--- src/rtl/traffic_pkg.sv ---
// ---------------------------------------------------------------------------
// traffic_pkg
// Shared definitions for the traffic phase arbiter slice.
//   - LT_GREEN / LT_YELLOW / LT_RED : 3-bit lamp codes used by the lamp drivers
//   - phase_t                       : controller phase, encoding visible on the
//                                     arbiter's 'phase' output
//   - max_int                       : constant helper used to size timers
// ---------------------------------------------------------------------------
package traffic_pkg;

    localparam logic [2:0] LT_GREEN  = 3'b001;
    localparam logic [2:0] LT_YELLOW = 3'b010;
    localparam logic [2:0] LT_RED    = 3'b100;

    typedef enum logic [1:0] {
        IDLE   = 2'd0,
        GREEN  = 2'd1,
        YELLOW = 2'd2,
        ALLRED = 2'd3
    } phase_t;

    function automatic int max_int(input int a, input int b);
        return (a > b) ? a : b;
    endfunction

endpackage

--- src/rtl/traffic_rr_pick.sv ---
// ---------------------------------------------------------------------------
// traffic_rr_pick
// Combinational round-robin picker: returns the first set bit of 'pending'
// strictly after 'last_served', wrapping around to approach 0.
// Ports:
//   pending     in  N_APPR   outstanding requests
//   last_served in  IW       most recently served approach
//   winner      out IW       selected approach (last_served when nothing set)
//   any_valid   out 1        at least one request is pending
// ---------------------------------------------------------------------------
module traffic_rr_pick
    import traffic_pkg::*;
#(
    parameter int  N_APPR = 4,
    localparam int IW     = $clog2(N_APPR)
) (
    input  logic [N_APPR-1:0] pending,
    input  logic [IW-1:0]     last_served,
    output logic [IW-1:0]     winner,
    output logic              any_valid
);

    logic [IW-1:0] cand;

    // Walk the offsets from farthest to nearest so the candidate closest
    // after last_served is the one left standing at the end of the loop.
    always_comb begin
        winner = last_served;
        cand   = '0;
        for (int off = N_APPR; off >= 1; off--) begin
            cand = IW'((int'(last_served) + off) % N_APPR);
            if (pending[cand]) begin
                winner = cand;
            end
        end
    end

    assign any_valid = |pending;

endmodule

--- src/rtl/traffic_phase_arbiter.sv ---
// ---------------------------------------------------------------------------
// traffic_phase_arbiter
// Demand-driven intersection sequencer. Shares green between N_APPR approaches
// in round-robin order, enforcing minimum/maximum green, yellow and all-red
// clearance times counted in 'tick' strobes.
// Ports:
//   clk          in  1          system clock
//   reset        in  1          asynchronous active-high reset
//   tick         in  1          timebase strobe; timers advance only on tick
//   req          in  N_APPR     level request per approach
//   preempt      in  1          (PREEMPT_EN only) emergency preemption request
//   preempt_idx  in  IW         (PREEMPT_EN only) approach to preempt for
//   lights       out 3*N_APPR   lamp code of approach i at [3i+2:3i]
//   grant_idx    out IW         approach currently green / last granted
//   grant_valid  out 1          high only in GREEN
//   phase        out 2          0 IDLE, 1 GREEN, 2 YELLOW, 3 ALLRED
// Optional feature: define PREEMPT_EN to add the preemption ports/behaviour.
// ---------------------------------------------------------------------------
module traffic_phase_arbiter
    import traffic_pkg::*;
#(
    parameter int  N_APPR    = 4,
    parameter int  MIN_GREEN = 5,
    parameter int  MAX_GREEN = 15,
    parameter int  YELLOW_T  = 3,
    parameter int  ALLRED_T  = 2,
    localparam int IW        = $clog2(N_APPR)
) (
    input  logic                clk,
    input  logic                reset,
    input  logic                tick,
    input  logic [N_APPR-1:0]   req,
`ifdef PREEMPT_EN
    input  logic                preempt,
    input  logic [IW-1:0]       preempt_idx,
`endif
    output logic [3*N_APPR-1:0] lights,
    output logic [IW-1:0]       grant_idx,
    output logic                grant_valid,
    output logic [1:0]          phase
);

    // The timer must be able to reach every phase limit; it saturates at the
    // largest one so a green resting indefinitely cannot wrap.
    localparam int            T_MAX    = max_int(max_int(MAX_GREEN, YELLOW_T), ALLRED_T);
    localparam int            TW       = $clog2(T_MAX + 1);
    localparam logic [IW-1:0] LAST_IDX = IW'(N_APPR - 1);

    phase_t              state_q, state_n;
    logic [TW-1:0]       timer_q, timer_n, timer_inc;
    logic [N_APPR-1:0]   pending_q, pending_n, pend_live, other;
    logic [IW-1:0]       last_q, last_n, grant_q, grant_n;
    logic [IW-1:0]       rr_winner, grant_to;
    logic                rr_any, demand, do_grant, grant_is_rr;
    logic                hold_green, force_yellow;
    logic [3*N_APPR-1:0] lights_n;
    logic                grant_valid_n;

    function automatic logic [N_APPR-1:0] onehot(input logic [IW-1:0] idx);
        logic [N_APPR-1:0] m;
        m = '0;
        for (int i = 0; i < N_APPR; i++) begin
            if (idx == IW'(i)) begin
                m[i] = 1'b1;
            end
        end
        return m;
    endfunction

    // Requests arriving this clk join the pending set immediately so that a
    // grant decision made in the same cycle already sees them.
    assign pend_live = pending_q | req;
    assign other     = pend_live & ~onehot(grant_q);

    traffic_rr_pick #(
        .N_APPR(N_APPR)
    ) u_pick (
        .pending    (pend_live),
        .last_served(last_q),
        .winner     (rr_winner),
        .any_valid  (rr_any)
    );

`ifdef PREEMPT_EN
    logic          pre_q, pre_n;
    logic [IW-1:0] pre_idx_q, pre_idx_n;
    logic          pre_live;
    logic [IW-1:0] pre_target;

    // A preemption seen while clearing is latched so the grant at the end of
    // all-red still goes to the emergency approach even if the request pulse
    // has gone. A live request wins over an older latched one.
    assign pre_live     = preempt | pre_q;
    assign pre_target   = preempt ? preempt_idx : pre_idx_q;
    assign demand       = rr_any | pre_live;
    assign grant_to     = pre_live ? pre_target : rr_winner;
    assign grant_is_rr  = !pre_live;
    assign hold_green   = preempt && (state_q == GREEN) && (preempt_idx == grant_q);
    assign force_yellow = preempt && (state_q == GREEN) && (preempt_idx != grant_q);

    // Preemption latch: set by any preempt that is not simply holding the
    // current green, cleared as soon as a grant is issued.
    always_comb begin
        pre_n     = pre_q;
        pre_idx_n = pre_idx_q;
        if (preempt && !hold_green) begin
            pre_n     = 1'b1;
            pre_idx_n = preempt_idx;
        end
        if (do_grant) begin
            pre_n = 1'b0;
        end
    end

    always_ff @(posedge clk or posedge reset) begin
        if (reset) begin
            pre_q     <= 1'b0;
            pre_idx_q <= '0;
        end else begin
            pre_q     <= pre_n;
            pre_idx_q <= pre_idx_n;
        end
    end
`else
    assign demand       = rr_any;
    assign grant_to     = rr_winner;
    assign grant_is_rr  = 1'b1;
    assign hold_green   = 1'b0;
    assign force_yellow = 1'b0;
`endif

    // Saturating tick counter value for this clk, before any phase change.
    always_comb begin
        timer_inc = timer_q;
        if (tick && (timer_q < TW'(T_MAX))) begin
            timer_inc = timer_q + TW'(1);
        end
    end

    // Next-state logic. Phase limits are compared against the post-tick
    // timer so a phase ends on the very clk that carries its completing tick.
    always_comb begin
        state_n   = state_q;
        timer_n   = timer_inc;
        pending_n = pend_live;
        last_n    = last_q;
        grant_n   = grant_q;
        do_grant  = 1'b0;

        case (state_q)
            ALLRED: begin
                if (timer_inc >= TW'(ALLRED_T)) begin
                    if (demand) begin
                        do_grant = 1'b1;
                    end else begin
                        state_n = IDLE;
                        timer_n = '0;
                    end
                end
            end
            IDLE: begin
                if (demand) begin
                    do_grant = 1'b1;
                end
            end
            GREEN: begin
                // The green approach never accumulates demand against itself.
                pending_n = other;
                if (force_yellow ||
                    (!hold_green && (other != '0) &&
                     ((timer_inc >= TW'(MIN_GREEN)) || (timer_inc >= TW'(MAX_GREEN))))) begin
                    state_n = YELLOW;
                    timer_n = '0;
                end
            end
            YELLOW: begin
                if (timer_inc >= TW'(YELLOW_T)) begin
                    state_n = ALLRED;
                    timer_n = '0;
                end
            end
            default: begin
                state_n = ALLRED;
                timer_n = '0;
            end
        endcase

        if (do_grant) begin
            state_n   = GREEN;
            timer_n   = '0;
            grant_n   = grant_to;
            pending_n = pend_live & ~onehot(grant_to);
            if (grant_is_rr) begin
                last_n = grant_to;
            end
        end
    end

    // Lamp codes are derived from the next state so they can be registered
    // alongside it; only the granted approach is ever non-red.
    always_comb begin
        lights_n      = {N_APPR{LT_RED}};
        grant_valid_n = (state_n == GREEN);
        for (int i = 0; i < N_APPR; i++) begin
            if (grant_n == IW'(i)) begin
                if (state_n == GREEN) begin
                    lights_n[3*i +: 3] = LT_GREEN;
                end else if (state_n == YELLOW) begin
                    lights_n[3*i +: 3] = LT_YELLOW;
                end
            end
        end
    end

    // State and output registers. Reset lands in all-red so the first green
    // after power-up still gets a full clearance interval.
    always_ff @(posedge clk or posedge reset) begin
        if (reset) begin
            state_q     <= ALLRED;
            timer_q     <= '0;
            pending_q   <= '0;
            last_q      <= LAST_IDX;
            grant_q     <= LAST_IDX;
            lights      <= {N_APPR{LT_RED}};
            grant_valid <= 1'b0;
        end else begin
            state_q     <= state_n;
            timer_q     <= timer_n;
            pending_q   <= pending_n;
            last_q      <= last_n;
            grant_q     <= grant_n;
            lights      <= lights_n;
            grant_valid <= grant_valid_n;
        end
    end

    assign grant_idx = grant_q;
    assign phase     = state_q;

endmodule

--- config.mk ---
export PLATFORM = sky130hd
export DESIGN_NAME = traffic_phase_arbiter
export DESIGN_NICKNAME = d
export VERILOG_FILES = /design/src/rtl/traffic_pkg.sv /design/src/rtl/traffic_rr_pick.sv /design/src/rtl/traffic_phase_arbiter.sv
export SDC_FILE = /design/constraint.sdc
export NUM_CORES = 1
export LEC_CHECK = 0
export BUFFER_PORTS_ARGS = -buffer_cell sky130_fd_sc_hd__buf_2
export CAP_MARGIN = 5
export CORE_ASPECT_RATIO = 1.2
export CORE_UTILIZATION = 40
export DETAILED_ROUTE_END_ITERATION = 16
export SETUP_SLACK_MARGIN = 0.15
export SLEW_MARGIN = 20
export SYNTH_ARGS = -nofsm -noshare
export SYNTH_HDL_FRONTEND = slang
export SYNTH_SLANG_ARGS = --single-unit
--- constraint.sdc ---
create_clock -name clk -period 2.8 [get_ports clk]
set_input_delay 0.56 -clock clk [delete_from_list [all_inputs] [get_ports clk]]
set_output_delay 0.56 -clock clk [all_outputs]
set_load 0.05 [all_outputs]
# --- Yosys cells after proc, flatten, opt, wreduce, memory -nomap -nowiden ---
# Cells that the tools add are included.
op_classes:
  n_addsub: 5
  n_mul: 0
  n_div: 0
  order_cmp: 9
  n_eq_ne: 14
  shift: 0
  mux: 49
  bitwise_logic: 5
  n_reduce_logical: 9
ops:
  columns: ["cell", "count"]
  rows:
  - ["$mux 4", 8]
  - ["$mux 2", 10]
  - ["$eq 2x2->1 const B", 9]
  - ["$mux 1", 18]
  - ["$mux 3", 6]
  - ["$lt 2x3->1 const B", 4]
  - ["$pmux 4 s3", 1]
  - ["$eq 2x1->1 const B", 5]
  - ["$and 4x4->4", 2]
  - ["$bmux 1 s2", 4]
  - ["$ge 4x2->1 const B", 2]
  - ["$logic_not 2->1", 4]
  - ["$not 4->4", 2]
  - ["$pmux 2 s3", 1]
  - ["$add 2x1->2 const B", 2]
  - ["$add 2x2->2 const B", 2]
  - ["$add 4x1->4 const B", 1]
  - ["$ge 4x3->1 const B", 1]
  - ["$ge 4x4->1 const B", 1]
  - ["$lt 4x4->1 const B", 1]
  - ["$or 4x4->4", 1]
  - ["$reduce_bool 4->1", 1]
  - ["$reduce_or 4->1", 1]
  - ["$logic_and 1x1->1", 2]
  - ["2 further kinds", 2]
word_totals:
  ff_bits: 27
  latch_bits: 0
  ramBits: 0
  rom_bits: 0
  inputBits: 7
  out_inout_bits: 17
  wordCells: 98
  n_memories: 0

# --- Logic depth before layout (Yosys ltp) ---
depth:
  ltp_word: 13
  depth_mapped: 9
  depth_no_buf: 9

# --- Cells and area by module ---
# A second synthesis with hierarchy kept.
unflattened:
  hier_cells: 162
  hier_area_um2: 1597.8
by_module_without_submodules:
  columns: ["module", "instances", "cells_per_inst", "area_each_um2"]
  rows:
  - ["traffic_phase_arbiter", 1, 148, 1525.2]
  - ["traffic_rr_pick", 1, 14, 72.6]

# --- Worst setup path before layout ---
# No wires, ideal clock.
synth_timing:
  path_type: "reg-to-reg"
  start: "register state_q[0] (netlist: phase[0])"
  end: "register lights[11]"
  setup_ns: 0.082
  t_arrival_ns: 2.434
  slack_ns: 0.284
  path_stages_with_launch: 8
  path_buffers: 0
  synth_period_minus_slack_ns: 2.516
  cell_sequence: "dfstp_2 inv_1 ha_1 o311ai_4 o21ai_1 a211oi_1 ha_1 or2_1"
synth_via:
  word_cells_on_any_way: 18
  classes_between: "6 x eq/ne; 11 x mux; 1 x reduce/logical"
synth_lines:
  columns: ["element", "line_no", "rtl"]
  rows:
  - ["start, declared", "traffic_phase_arbiter.sv:49", "phase_t state_q, state_n;"]
  - ["start signal, assigned", "traffic_phase_arbiter.sv:227", "state_q <= state_n;"]
  - ["$eq 2x2->1, or another cell as far along", "traffic_phase_arbiter.sv:150", "case (state_q)"]
  - ["$pmux 2 s3 / $pmux 1 s2 (equally long branches)", "traffic_phase_arbiter.sv:150", null]
  - ["$mux 2 (*)", "traffic_phase_arbiter.sv:188", "if (do_grant) begin"]
  - ["net state_n[1]", "traffic_phase_arbiter.sv:49", null]
  - ["$eq 2x2->1", "traffic_phase_arbiter.sv:208", "end else if (state_n == YELLOW) begin"]
  - ["$mux 3", "traffic_phase_arbiter.sv:208", null]
  - ["$mux 3 (*)", "traffic_phase_arbiter.sv:206", "if (state_n == GREEN) begin"]
  - ["$mux 3 (*)", "traffic_phase_arbiter.sv:205", "if (grant_n == IW'(i)) begin"]
  - ["net lights_n[11]", "traffic_phase_arbiter.sv:56", "logic [3*N_APPR-1:0] lights_n;"]
  - ["end signal, assigned", "traffic_phase_arbiter.sv:224", "lights <= {N_APPR{LT_RED}};"]
  - ["end signal, assigned", "traffic_phase_arbiter.sv:232", "lights <= lights_n;"]
  - ["end, declared", "traffic_phase_arbiter.sv:37", "output logic [3*N_APPR-1:0] lights,"]
# Mark *: on every way through the listed nets, which the timed path passes. The rest lies on a longest branch.
# A chain may end at the register's enable or synchronous reset.

# --- Worst setup path after layout ---
layout_timing:
  start: "register timer_q[1]"
  end: "register lights[5]"
layout_via:
  elab_chain_len: 13
  word_cells_on_any_way: 24
  classes_between: "1 x add/sub; 5 x order compare; 3 x eq/ne; 12 x mux; 3 x reduce/logical"
layout_lines:
  columns: ["element", "line_no", "rtl"]
  rows:
  - ["start, declared", "traffic_phase_arbiter.sv:50", "logic [TW-1:0] timer_q, timer_n, timer_inc;"]
  - ["start signal, assigned", "traffic_phase_arbiter.sv:228", "timer_q <= timer_n;"]
  - ["$lt 4x4->1", "traffic_phase_arbiter.sv:135", "if (tick && (timer_q < TW'(T_MAX))) begin"]
  - ["$logic_and 1x1->1", "traffic_phase_arbiter.sv:135", null]
  - ["$mux 4 (*)", "traffic_phase_arbiter.sv:135", null]
  - ["$ge 4x3->1 / $ge 4x4->1 (equally long branches)", "traffic_phase_arbiter.sv:171", "((timer_inc >= TW'(MIN_GREEN)) || (timer_inc >= TW'(MAX_GREEN))))) begin"]
  - ["$logic_or 1x1->1", "traffic_phase_arbiter.sv:171", null]
  - ["$logic_and 1x1->1", "traffic_phase_arbiter.sv:170", "(!hold_green && (other != '0) &&"]
  - ["$mux 2", "traffic_phase_arbiter.sv:169", "if (force_yellow ||"]
  - ["$pmux 2 s3", "traffic_phase_arbiter.sv:150", null]
  - ["$mux 2", "traffic_phase_arbiter.sv:188", null]
  - ["$eq 2x2->1", "traffic_phase_arbiter.sv:208", null]
  - ["$mux 3", "traffic_phase_arbiter.sv:208", null]
  - ["$mux 3", "traffic_phase_arbiter.sv:206", null]
  - ["$mux 3 (*)", "traffic_phase_arbiter.sv:205", null]
  - ["net lights_n[5]", "traffic_phase_arbiter.sv:56", null]
# Marks and branches as above.

==> results by group <==
Setup path
  – CP Launch Type: register
  – R2R setup slack: roughly 0.24 ns
  – WP data required: between 3 and 4 ns
  – CP Class: reg -> reg
  – Critical Path Sink Type: register
  – Worst r2r src: timer_q[1]
  – Worst EP arrival: roughly 2.8 ns
  – Worst-path maximum fanout: 7
  – Launch point of the worst path: timer_q[1]
  – Worst Reg-to-Reg Cells: 9
  – Critical R2R Capture: lights[5]

Timing
  – Pin slew with the least headroom to its limit: roughly 0.94 ns
  – Slew HR: around 38%
  – Final worst path period share: around nine tenths
  – Final setup margin: 0.244 ns
  – Slew Viols, Final: 0
  – Setup TNS: 0 ns
  – Final-report hold violation count: 0
  – Clk_skew: ~0.0021 ns
  – RSZ-0062 raised after global routing: yes
  – Final setup vio count: 0
  – Fmax: 0.391 GHz
  – Worst hold slack: 0.485 ns
  – Period minus WS final: 2.56 ns

Final layout
  – Area of the multi-input gates: ~840 µm²
  – Seq. cell area: 689 µm²
  – Layout Area Growth over Synthesis: 18.2%
  – Nets: 200
  – Final Cell Area: ~1800 µm²
  – Fillers: about 360
  – Layout cells sized above 1: 30.6%
  – ANT cells: 0

Synthesis
  – Post-synth EDFFs: 0
  – Top cell type's share of synthesized area: 27.7%
  – Top cells by area, synth: dfrtp_1 (28%), dfstp_2 (17%), ha_1 (7.3%)
  – Top-count cell post-synth: dfrtp_1
  – Flops & latches, synth: 27
  – Syn Area/Cell: about 10 µm²
  – Distinct cells, synth: 42
  – Ys async rst share: 100%
  – Commonest cells in the netlist: dfrtp_1 (17), nor2_1 (16), nand2_1 (12)
  – YS warnings: 0
  – Syn Nets: between 150 and 200
  – Register area share after synthesis: between 40% and 50%
  – Post-synth top area cell: dfrtp_1
  – Cells after synthesis: approximately 150
  – Mapped cell area: ~1500 µm²
  – Ys flop type: dfrtp_1

Outcome
  – Status: complete, no violations

Power and ir drop
  – Power Total: between 2 and 2.5 mW
  – Maximum vdd drop: about 500 µV
  – LEAKAGE: 0.769 nW
  – PD cells: roughly 1100 nW/µm²

Floorplan
  – Num rows: 24
  – Core area: approximately 3700 µm²
  – Num ports: 24
  – Die area: roughly 4100 µm²
  – Die W: just under 60 µm
  – Die Y: ~70 µm
  – Initial core utilization: between 40% and 50%

CTS
  – CTS Buf Count: 3
  – TritonCTS Sinks: 27
  – Clock tree from TritonCTS: done
  – CTS root buffer: clkbuf_8
  – Worst-path clk slew: around 0.090 ns
  – Worst-skew pair later-pin latency: approximately 0.27 ns
  – Maximum root-to-sink buffer count: 2
  – H-tree levels: 1
  – Post-CTS Setup Repair Bufs: 0

Place
  – Dpl cell area: roughly 1700 µm²
  – GPL Wtd Cong: slightly above 0.8
  – DPL Wire Length: roughly 2.5 mm
  – IO Port Bufs: 23
  – DP Worst Slack: about 0.22 ns

Global route
  – First-pass GRT wire length: around 5.4 mm
  – Initial antenna violation count: 0
  – GRT Total Usage: 17.3%
  – GRT Residual Overflow: 0
  – Largest net degree at the start of global routing: 27
  – Vias in the first global route: 1190

Run
  – Max-cap check violation count: 0

Detailed routing
  – Final wirelength: 3.29 mm
  – DR DRC count: 0
  – Post-route ant nets: 0
  – DR iter-0 viols: 77
  – DR WL/cell: 14.0 µm
  – Routed via count: 1261
  – TritonRoute pass-1 iters: 4
  – Vias per Instance: 5.37

Min path
  – Worst Hold Class: in -> async
==> state kept, by name, indices dropped and copies added, names as in the netlist <==
signal       cells
timer_q          4
pending_q        4
lights          12
last_q           2
phase            2
grant_valid      1
grant_idx        2
==> layout by cell type (no fill, tap or decap), drive strengths merged, types with 2 or more instances in the layout <==
cell type / Yosys / routed
nand2: 12 / 12
o22ai: 3 / 3
a21boi: 3 / 3
ha: 9 / 9
clkbuf: 0 / 3
nor2b: 4 / 4
a211oi: 6 / 6
and2: 5 / 5
a211o: 2 / 2
mux2: 2 / 2
a21oi: 5 / 5
nand2b: 4 / 4
nor2: 18 / 18
nor3b: 2 / 2
dfrtp: 17 / 17
nor3: 7 / 7
a21o: 2 / 2
inv: 7 / 7
or2: 4 / 4
o32ai: 2 / 2
buf: 1 / 27
nand3: 2 / 2
o21a: 4 / 4
o21ai: 7 / 7
dfstp: 10 / 10
nor4: 2 / 2
==> worst max-delay path by stage <==
stage,endpoint,slack [ns],depth (start not counted)
2_1_floorplan,lights[11],0.28,7
3_3_place_gp,lights[11],0.25,7
3_5_place_dp,lights[5],0.22,8
4_1_cts,lights[5],0.19,8
5_1_grt,lights[5],0.15,9
6_report,lights[5],0.24,9
==> worst max-delay path, stage by stage, from the launching register on <==
cell	delay, ns
dfrtp_1	0.45
ha_1	0.25
nand3_1	0.09
nand2_1	0.16
mux2_2	0.39
o211ai_4	0.24
a2111oi_2	0.11
o21a_1	0.19
ha_1	0.35
or2_1	0.25
==> routing by layer <==
layer  GRT usage [%]  part of all wire [%]  routed length (µm)  vias up
li1                -                     -                   -      615
met1            22.7                    46                1510      620
met2            28.9                    50                1650       24
met3            2.59                   3.1                 102        2
met4            5.56                  0.58                  19        0
met5               0                     0                   0        -
==> layout make-up <==
| class | count | share of cell area, % |
|---|---|---|
| multi-input combinational | 118 | 46.3 |
| clock inverter | 1 | 0.414 |
| inverter | 7 | 1.45 |
| tap | 52 | 3.58 |
| sequential | 27 | 38.0 |
| timing repair buffer | 27 | 7.99 |
| clock buffer | 3 | 2.27 |
==> metrics by stage <==
step,cells,util (%)
global placement,231,47.4
finish,235,49.6
CTS,235,48.7
global route,235,49.6
detailed placement,231,47.4
floorplan,153,-
==> what timing repair did <==
item	in CTS	in global routing
resized for setup	0	5
hold buffers	0	0
endpoints found under the setup margin	0	10
==> power breakdown <==
| group | switching [mW] | total [mW] | internal (mW) | leakage, nW |
|---|---|---|---|---|
| sequential | 0.114 | 0.662 | 0.548 | 0.320 |
| clock | 0.125 | 0.226 | 0.101 | 0.0217 |
| combinational | 0.752 | 1.17 | 0.419 | 0.427 |
| total | 0.992 | 2.06 | 1.07 | 0.769 |
==> cell families (layout without fill, tap and decap cells) <==
family,Yosys count,after routing,share of synthesized area (%)
flip-flops,27,27,44.8
XOR/XNOR,1,1,0.570
adder cells (fa/ha/maj),9,9,7.33
buffers and inverters,8,38,2.44
AND/OR/NAND/NOR,64,64,21.3
multiplexers,2,2,1.47
AO/OA/AOI/OAI,42,42,22.1
No activity file was read; power rests on OpenSTA's default activity.
